## src/rtl/aes_pkg.sv

```systemverilog
// Package for the AES MixColumns engine.
// Holds the engine state type, the AES reduction polynomial, the column type and the
// GF(2^8) multiply-by-constant helpers used by the column mixer.
package aes_pkg;

  // Engine state machine states.
  typedef enum logic [1:0] {
    StIdle,
    StBusy,
    StDone
  } state_e;

  // Low byte of the AES field polynomial x^8 + x^4 + x^3 + x + 1.
  localparam logic [7:0] AES_POLY = 8'h1b;

  // One 32-bit state column; byte 0 (bits [7:0]) is row 0.
  typedef logic [31:0] col_t;

  function automatic logic [7:0] xtime(input logic [7:0] b);
    return {b[6:0], 1'b0} ^ (b[7] ? AES_POLY : 8'h00);
  endfunction

  function automatic logic [7:0] gf_mul2(input logic [7:0] b);
    return xtime(b);
  endfunction

  function automatic logic [7:0] gf_mul3(input logic [7:0] b);
    return xtime(b) ^ b;
  endfunction

  // 9 = 8 + 1
  function automatic logic [7:0] gf_mul9(input logic [7:0] b);
    return xtime(xtime(xtime(b))) ^ b;
  endfunction

  // b = 8 + 2 + 1
  function automatic logic [7:0] gf_mulb(input logic [7:0] b);
    return xtime(xtime(xtime(b))) ^ xtime(b) ^ b;
  endfunction

  // d = 8 + 4 + 1
  function automatic logic [7:0] gf_muld(input logic [7:0] b);
    return xtime(xtime(xtime(b))) ^ xtime(xtime(b)) ^ b;
  endfunction

  // e = 8 + 4 + 2
  function automatic logic [7:0] gf_mule(input logic [7:0] b);
    return xtime(xtime(xtime(b))) ^ xtime(xtime(b)) ^ xtime(b);
  endfunction

endpackage

```

## src/rtl/aes_mix_column.sv

```systemverilog
// Combinational MixColumns for a single 32-bit column.
// Ports:
//   col     - input column, byte 0 = row 0
//   inv     - 1 selects InvMixColumns (only when AES_INV_MIXCOL_EN is defined)
//   col_out - mixed column
// Build option AES_INV_MIXCOL_EN: when undefined the inverse multipliers are not built and
// inv is ignored (forward only).
module aes_mix_column
  import aes_pkg::*;
(
  input  col_t col,
  input  logic inv,
  output col_t col_out
);

  logic [7:0] a0, a1, a2, a3;
  col_t       fwd_col;

  assign a0 = col[7:0];
  assign a1 = col[15:8];
  assign a2 = col[23:16];
  assign a3 = col[31:24];

  assign fwd_col[7:0]   = gf_mul2(a0) ^ gf_mul3(a1) ^ a2 ^ a3;
  assign fwd_col[15:8]  = a0 ^ gf_mul2(a1) ^ gf_mul3(a2) ^ a3;
  assign fwd_col[23:16] = a0 ^ a1 ^ gf_mul2(a2) ^ gf_mul3(a3);
  assign fwd_col[31:24] = gf_mul3(a0) ^ a1 ^ a2 ^ gf_mul2(a3);

`ifdef AES_INV_MIXCOL_EN
  col_t inv_col;

  assign inv_col[7:0]   = gf_mule(a0) ^ gf_mulb(a1) ^ gf_muld(a2) ^ gf_mul9(a3);
  assign inv_col[15:8]  = gf_mul9(a0) ^ gf_mule(a1) ^ gf_mulb(a2) ^ gf_muld(a3);
  assign inv_col[23:16] = gf_muld(a0) ^ gf_mul9(a1) ^ gf_mule(a2) ^ gf_mulb(a3);
  assign inv_col[31:24] = gf_mulb(a0) ^ gf_muld(a1) ^ gf_mul9(a2) ^ gf_mule(a3);

  assign col_out = inv ? inv_col : fwd_col;
`else
  // Forward-only build: direction select has no function.
  logic unused_inv;
  assign unused_inv = inv;
  assign col_out    = fwd_col;
`endif

endmodule

```

## src/rtl/aes_mix_columns_engine.sv

```systemverilog
// Handshaked AES MixColumns stage: forward, inverse or bypass on one 128-bit state,
// COLS_PER_CYCLE columns per clock, result held until taken downstream.
// Parameter:
//   COLS_PER_CYCLE - columns per cycle, 1, 2 or 4
// Ports:
//   clk, rst                     - clock, async active-low reset
//   in_valid/in_ready/in_data    - input state handshake
//   in_inv, in_bypass            - direction / bypass, sampled on accept
//   out_valid/out_ready/out_data - result handshake, out_data held while out_valid
//   busy                         - high while computing or holding a result
// Build option AES_INV_MIXCOL_EN: enables the inverse path (see aes_mix_column).
module aes_mix_columns_engine
  import aes_pkg::*;
#(
  parameter int unsigned COLS_PER_CYCLE = 1
) (
  input  logic         clk,
  input  logic         rst,
  input  logic         in_valid,
  output logic         in_ready,
  input  logic [127:0] in_data,
  input  logic         in_inv,
  input  logic         in_bypass,
  output logic         out_valid,
  input  logic         out_ready,
  output logic [127:0] out_data,
  output logic         busy
);

  if (!(COLS_PER_CYCLE == 1 || COLS_PER_CYCLE == 2 || COLS_PER_CYCLE == 4)) begin : g_bad_cfg
    $error("COLS_PER_CYCLE must be 1, 2 or 4");
  end

  localparam int unsigned NumSteps = 4 / COLS_PER_CYCLE;
  localparam logic [1:0]  LastCnt  = 2'(NumSteps - 1);

  state_e         state_q;
  logic [127:0]   work_q, res_q, res_d;
  logic           inv_q, bypass_q, out_valid_q;
  logic [1:0]     col_cnt_q;
  logic           accept;

  col_t cols_in  [COLS_PER_CYCLE];
  col_t cols_out [COLS_PER_CYCLE];

  for (genvar g = 0; g < int'(COLS_PER_CYCLE); g++) begin : g_col
    aes_mix_column u_col (
      .col     (cols_in[g]),
      .inv     (inv_q),
      .col_out (cols_out[g])
    );
  end

  // Select the columns of the current step and merge their results into the result register.
  always_comb begin
    res_d = res_q;
    for (int g = 0; g < int'(COLS_PER_CYCLE); g++) begin
      cols_in[g] = work_q[32 * (int'(col_cnt_q) * int'(COLS_PER_CYCLE) + g) +: 32];
      if (state_q == StBusy) begin
        res_d[32 * (int'(col_cnt_q) * int'(COLS_PER_CYCLE) + g) +: 32] =
            bypass_q ? cols_in[g] : cols_out[g];
      end
    end
  end

  assign in_ready  = (state_q == StIdle) | ((state_q == StDone) & out_ready);
  assign accept    = in_valid & in_ready;
  assign out_valid = out_valid_q;
  assign out_data  = res_q;
  assign busy      = (state_q != StIdle);

  always_ff @(posedge clk or negedge rst) begin
    if (!rst) begin
      state_q     <= StIdle;
      work_q      <= '0;
      res_q       <= '0;
      inv_q       <= 1'b0;
      bypass_q    <= 1'b0;
      col_cnt_q   <= '0;
      out_valid_q <= 1'b0;
    end else begin
      unique case (state_q)
        StIdle: begin
          if (accept) begin
            work_q    <= in_data;
            inv_q     <= in_inv;
            bypass_q  <= in_bypass;
            col_cnt_q <= '0;
            state_q   <= StBusy;
          end
        end
        StBusy: begin
          res_q <= res_d;
          if (col_cnt_q == LastCnt) begin
            col_cnt_q   <= '0;
            out_valid_q <= 1'b1;
            state_q     <= StDone;
          end else begin
            col_cnt_q <= col_cnt_q + 2'd1;
          end
        end
        StDone: begin
          if (out_ready) begin
            out_valid_q <= 1'b0;
            // Back-to-back accept skips the idle bubble.
            if (accept) begin
              work_q    <= in_data;
              inv_q     <= in_inv;
              bypass_q  <= in_bypass;
              col_cnt_q <= '0;
              state_q   <= StBusy;
            end else begin
              state_q <= StIdle;
            end
          end
        end
        default: begin
          out_valid_q <= 1'b0;
          state_q     <= StIdle;
        end
      endcase
    end
  end

endmodule

```

## config.mk

```make
export PLATFORM = sky130hd
export DESIGN_NAME = aes_mix_columns_engine
export DESIGN_NICKNAME = d
export VERILOG_FILES = /design/src/rtl/aes_pkg.sv /design/src/rtl/aes_mix_column.sv /design/src/rtl/aes_mix_columns_engine.sv
export SDC_FILE = /design/constraint.sdc
export NUM_CORES = 1
export LEC_CHECK = 0
export BUFFER_PORTS_ARGS = -buffer_cell sky130_fd_sc_hd__buf_2
export CELL_PAD_IN_SITES_DETAIL_PLACEMENT = 1
export CELL_PAD_IN_SITES_GLOBAL_PLACEMENT = 1
export CORE_ASPECT_RATIO = 0.8
export CORE_MARGIN = 5
export CORE_UTILIZATION = 48
export CTS_CLUSTER_SIZE = 12
export DETAILED_ROUTE_END_ITERATION = 8
export PLACE_DENSITY = 0.91
export SLEW_MARGIN = 10
export SYNTH_ARGS = -nofsm -noshare
export SYNTH_HDL_FRONTEND = slang
export SYNTH_SLANG_ARGS = --single-unit
export TNS_END_PERCENT = 10
```

## constraint.sdc

```tcl
create_clock -name clk -period 4.2 [get_ports clk]
set_input_delay 0.42 -clock clk [delete_from_list [all_inputs] [get_ports clk]]
set_output_delay 0.42 -clock clk [all_outputs]
set_load 0.05 [all_outputs]
```

Word-level counts from Yosys, hierarchy flattened --
Cells that the tools add are included.
Cells by class: bitwise operators 24, multiplexer cells 24, multiply operators 0, magnitude comparators 0, eq/ne operators 6, add/subtract/negate cells 2, reductions and logical operators 8, shift operators 3, divide/modulo/power cells 0
Operators by type and width (number):
- 128-bit 2-to-1 mux | 2
- 128-bit case mux with 2 select lines | 1
- 8-bit bitwise XOR | 20
- 128-bit bitwise mux | 1
- 32-bit by 33-bit variable shift with 128-bit output, first input constant | 1
- 128-bit by 8-bit indexed part select with 32-bit output | 1
- 32-bit by 33-bit indexed part select with 128-bit output | 1
- 7-bit negator with 33-bit output | 1
- 32-bit 2-to-1 mux | 1
- 5-bit 2-to-1 mux | 4
- 2-bit 2-to-1 mux | 6
- 2-bit case mux with 3 select lines | 2
- 3-bit AND reduction | 2
- 1-bit 2-to-1 mux | 5
- 2-bit == test, second input constant | 2
- 2-bit inequality test, second input constant | 2
- 2-bit AND reduction | 2
- 2-bit nonzero test | 2
- 1-bit case mux with 3 select lines | 1
- 3-bit nonzero test | 1
- 2-bit by 1-bit adder with 2-bit output, second input constant | 1
- 1-bit bitwise AND | 2
- 2-bit by 1-bit == test with 1-bit output, second input constant | 1
- 2-bit zero test | 1
- other kinds (4) | 4
Word-level totals: output and inout bits 131, bits in writable memories 0, word-level logic and storage cells 73, bits in latches 0, memories kept 0, input bits 134, bits in registers 262, ROM bits 0

Logic depth before layout (Yosys ltp) --
word-level depth 10, mapped depth 10, mapped depth without buffers 6

Cells and area by module --
A second synthesis with hierarchy kept.
Second synthesis, totals: cell total of the unflattened synthesis 1095, area, all modules 13197.7 um^2
Modules (own cells, without submodules):
- aes_mix_columns_engine | area an instance 11860.1 um^2, cells each 1014, sequential area each 6581.3 um^2, times used 1
- aes_mix_column | area an instance 1337.5 um^2, cells each 81, sequential area each 0.0 um^2, times used 1

Worst setup path before layout --
No wires, ideal clock.
path kind reg-to-reg, start point register state_q[0], end point register work_q[100], setup slack 1.411 ns, path buffers 4, arrival 2.665 ns, stages on the path, launching flop included 8, path through dfrtp_1 > clkbuf_1 > nor2b_1 > and2_1 > clkbuf_1 > clkbuf_1 > clkbuf_1 > mux2_2
On the way: longest elaborated chain between the ends 7
Ends and longest elaborated chain:
- from (decl) | line aes_mix_columns_engine.sv:37 | state_e state_q;
- from (signal assigned) | line aes_mix_columns_engine.sv:74 | state_q <= StIdle;
- from (signal assigned) | line aes_mix_columns_engine.sv:89 | state_q <= StBusy;
- from (signal assigned) | line aes_mix_columns_engine.sv:97 | state_q <= StDone;
- 2-bit == test | line aes_mix_columns_engine.sv:66 | assign in_ready = (state_q == StIdle) | ((state_q == StDone) & out_ready);
- 1-bit bitwise AND | line aes_mix_columns_engine.sv:66
- 1-bit OR * | line aes_mix_columns_engine.sv:66
- net in_ready | line aes_mix_columns_engine.sv:20 | output logic in_ready,
- 1-bit bitwise AND * | line aes_mix_columns_engine.sv:67 | assign accept = in_valid & in_ready;
- 128-bit 2-to-1 mux *
- 128-bit 2-to-1 mux
- 128-bit case mux with 2 select lines * | line aes_mix_columns_engine.sv:82 | unique case (state_q)
- to (signal assigned) | line aes_mix_columns_engine.sv:85 | work_q <= in_data;
- to (signal assigned) | line aes_mix_columns_engine.sv:107 | work_q <= in_data;
- to (decl) | line aes_mix_columns_engine.sv:38 | logic [127:0] work_q, res_q, res_d;
The timed path passes the listed nets; every way through them passes the cells marked *. The select of a mux whose other input is x is not followed. A chain may end at the register's enable or synchronous reset.

Worst setup path in the final report --
start point register col_cnt_q[0], end point register res_q[76] (netlist: out_data[76])
On the way: longest elaborated chain between the ends 10
Ends and longest elaborated chain:
- from (decl) | line aes_mix_columns_engine.sv:40 | logic [1:0] col_cnt_q;
- from (signal assigned) | line aes_mix_columns_engine.sv:99 | col_cnt_q <= col_cnt_q + 2'd1;
- 128-bit by 8-bit indexed part select with 32-bit output | line aes_mix_columns_engine.sv:58 | cols_in[g] = work_q[32 * (int'(col_cnt_q) * int'(COLS_PER_CYCLE) + g) +: 32];
- 5-bit 2-to-1 mux | line aes_pkg.sv:20 | return {b[6:0], 1'b0} ^ (b[7] ? AES_POLY : 8'h00);
- 8-bit bitwise XOR | line aes_pkg.sv:20
- 8-bit bitwise XOR | line aes_pkg.sv:28 | return xtime(b) ^ b;
- 8-bit bitwise XOR, on equally long branches (3 in a row) | line aes_mix_column.sv:24, aes_mix_column.sv:27
- 32-bit 2-to-1 mux | line aes_mix_columns_engine.sv:61 | bypass_q ? cols_in[g] : cols_out[g];
- 32-bit by 33-bit indexed part select with 128-bit output | line aes_mix_columns_engine.sv:60 | res_d[32 * (int'(col_cnt_q) * int'(COLS_PER_CYCLE) + g) +: 32] =
- 128-bit bitwise mux * | line aes_mix_columns_engine.sv:60
- to (signal assigned) | line aes_mix_columns_engine.sv:93 | res_q <= res_d;
- to (decl) | line aes_mix_columns_engine.sv:38
Mark *: on every way between the ends. The rest lies on a longest branch, timed or not.

==> reports/results.txt <==
The H-tree depth was 1; the required time of the critical path was 4.65 ns. For this run, the detailed router's first-pass iteration total came to 5. The run gives 0 as the count of endpoints failing setup in the final report. The buffer cell driving the clock tree root was clkbuf_16. For this run, asynchronously set or reset flops after synthesis account for 100%. Clock tree synthesis inserted a total of 28 buffers. Hold violation count in the final report: 13.

The ratio of final minimum period to clock period works out to 78.5%. After technology mapping, the gate count stands at 874. The total of flip-flops plus latches after synthesis is 262.

The leading register cell type out of synthesis is dfrtp_1. The logs give 0 for the max-slew violation count and 12300 um^2 for the post-synth design cell area. The tools report the via count of the first global-routing pass as 9900. The first global-routing pass estimated 62100 um of wire.

The delay of the slowest cell on the worst path is 0.99 ns, and the share of the synthesized area in compound gates (AO/OA/AOI/OAI) is 13.3%. The number of cells upsized or downsized after cts is 0, and the pin slew with the least headroom to its limit is 1.20 ns. In this run the core area contains 52 standard-cell rows. The congestion estimate from routability-driven global placement came to 0.809.

The average wire length per cell after detail routing was 27.9 um; the critical-path maximum fanout was 19. On the critical path the largest part of the delay comes from simple AND/OR/NAND/NOR gates. The worst register-to-register path begins at col_cnt_q[0]$_DFFE_PN0P_.

The share of the synthesized netlist area taken by xor and xnor gates was 10.5%. TritonCTS built the clock tree. Most frequent standard cell in the layout excluding fill and tap cells: buf_2. The share of layout cells above drive strength 1 is 44.5%, and the later-pin clock latency in the skew report is 0.54 ns. STA classifies the critical path endpoint as a flop.

The worst setup path is of the flop to flop kind. After synthesis, the largest family of logic cells by area is multiplexers. The worst path in the final design needs a cycle of 3.30 ns, including I/O delays and setup. For this run, the register share of the synthesized area comes to 53.5%. The worst setup margin was 0.903 ns. In the routed layout, each cell is associated on average with a via count of 6.10.

Setup repair after global routing left no endpoint under its margin. The tools report the area of the core as 25200 um^2. For this run, the top clock speed supported by timing is 0.303 GHz.

The run gives 0 as the post-CTS setup-driven buffer insertion count. The longest clock path from root to sink contains 3 buffers. The wire-length estimate of the detail-placed layout is 28500 um. The path category of the worst min-delay check is input port to asynchronous set/reset pin. The floorplan die width is 189 um, and the pin count of the biggest net entering global routing is 117. Data arrives at the worst endpoint at 3.74 ns.

Input and output buffers added on the ports amount to 263. The first routing iteration left 800 violations. The number of placed instances, taps included, is 1407. The worst setup path is launched from a flop. The flow ran to the end, but the final reports show violations. The height of the chip is 153 um. Mux cell area share after synthesis: 17.7%.

Buffers inserted to repair hold after CTS numbered 0. Post-layout utilization of the core: 58.6%. The signal on the critical path passes through inv_1, ha_1, nand2b_1, nor3_2, buf_4, a22oi_1, o21ai_0. The area added between synthesis and finish was 20.5%. In the layout the commonest cells are 262 x buf_2, 261 x dfrtp_1, 129 x mux2_2, 128 x a22oi_1, 116 x o21ai_0.

For the initial antenna violation count, the log shows 3. The synthesized netlist contains 33 unique library cells. Headroom to the max-slew limit came out at 19.6%. 265 I/O pins were placed. CTS saw 262 sinks.

Count of nets left with antenna violations after detail routing: 0. The number of synthesized flops with an enable pin was 0; the total overflow reported by the global router was 0. The global-route usage over all layers is 27.7%, and the final net count is 1253. The run gives 40600 um as the total wire length after detailed routing. The die covers 28900 um^2. Final setup skew: 0.0124 ns. The area fraction in and, or, nand and nor cells after synthesis works out to 1.32%. Final hold slack: -0.0156 ns. The count of cells in the finished layout, fillers not included, comes to 1457. The final reports fail on hold timing. The worst setup timing slack at the placement stage came out at 0.897 ns. Clock-pin slew was measured on the worst setup and hold paths at 0.06 ns.

The average size of a mapped cell came out at 14.0 um^2. In the routed design, unresolved DRC markers number 0. The worst setup path startpoint is col_cnt_q[0]$_DFFE_PN0P_. The slowest cell on the critical path is nor3_2.

The total number of yosys warnings was 0. Summing the areas of all fa, ha and maj instances in the mapped netlist gives 0.612% of the synthesized area. Adding up every negative setup slack in the final design gives 0 ns. The tools report the total of max-cap violations as 0. For this configuration, the core starts out at a cell density of 48.6%.

When the netlist entered floorplanning its net count stood at 1014. The run gives 8885 as the vias after detailed routing. Together, buffers and inverters on the worst path number 2.
-- flip-flops by register name, indices dropped and copies added, names as in the netlist --
register and cells:
out_valid 1, state_q 2, work_q 128, bypass_q 1, col_cnt_q 2, out_data 128
-- worst paths after layout --
check                                           end  slack [ns]  cells after the start
setup / recovery           out_data[76]$_DFFE_PN0P_        0.90                      7
setup reg to reg           out_data[76]$_DFFE_PN0P_        0.90                      7
hold reg to reg              work_q[86]$_DFFE_PN0P_        0.51                      1
min in group clk            work_q[104]$_DFFE_PN0P_        0.11                      2
hold / removal             out_data[39]$_DFFE_PN0P_       -0.02                      1
max in group asynchronous    work_q[64]$_DFFE_PN0P_        3.22                      2
-- cell families after synthesis --
family | count (synthesis)
compound gates | 262
xor+xnor | 75
fa+ha+maj | 6
buf+inv | 81
flops | 262
mux | 161
simple gates | 27
-- per-layer routing --
metal | routed length (um) | global-route usage (%)
met1 | 16000 | 36.6
met2 | 19900 | 47.0
met4 | 891 | 6.14
met5 | 27 | 0
met3 | 3850 | 6.93
-- stage by stage --
stage	hold slack [ns]	cell area, um^2
finish	-0.0156	14800
global route	0.0470	14800
CTS	0.0126	14800
detailed placement	0.493	13900
global placement	0.484	13900
floorplan	0.124	12300
-- synthesized netlist by cell type (6+ instances only) --
| cell | count | area (um^2) |
|---|---|---|
| o21ai_0 | 116 | 581 |
| xnor3_1 | 37 | 833 |
| buf_2 | 12 | 60.1 |
| xnor2_2 | 7 | 114 |
| xor2_1 | 11 | 96.3 |
| mux4_2 | 32 | 721 |
| mux2_2 | 129 | 1450 |
| xnor2_1 | 14 | 123 |
| a22oi_1 | 128 | 961 |
| dfrtp_1 | 262 | 6560 |
| clkbuf_1 | 58 | 218 |
| o21ai_1 | 14 | 70.1 |
| ha_1 | 6 | 75.1 |
-- layout make-up --
class                   instances  area (um^2)
multi-input cells             531         5360
inverters                       4         15.0
flip-flops and latches        262         6560
clock buffers                  42          835
clock inverters                 4         73.8
well taps                     324          405
fillers                      2512        10500
repair buffers                286         1520
diodes                          4         10.0
Power is left out: the tool's default activity adds up to more than one toggle a clock period on the data nets, which glitch-free logic cannot reach.
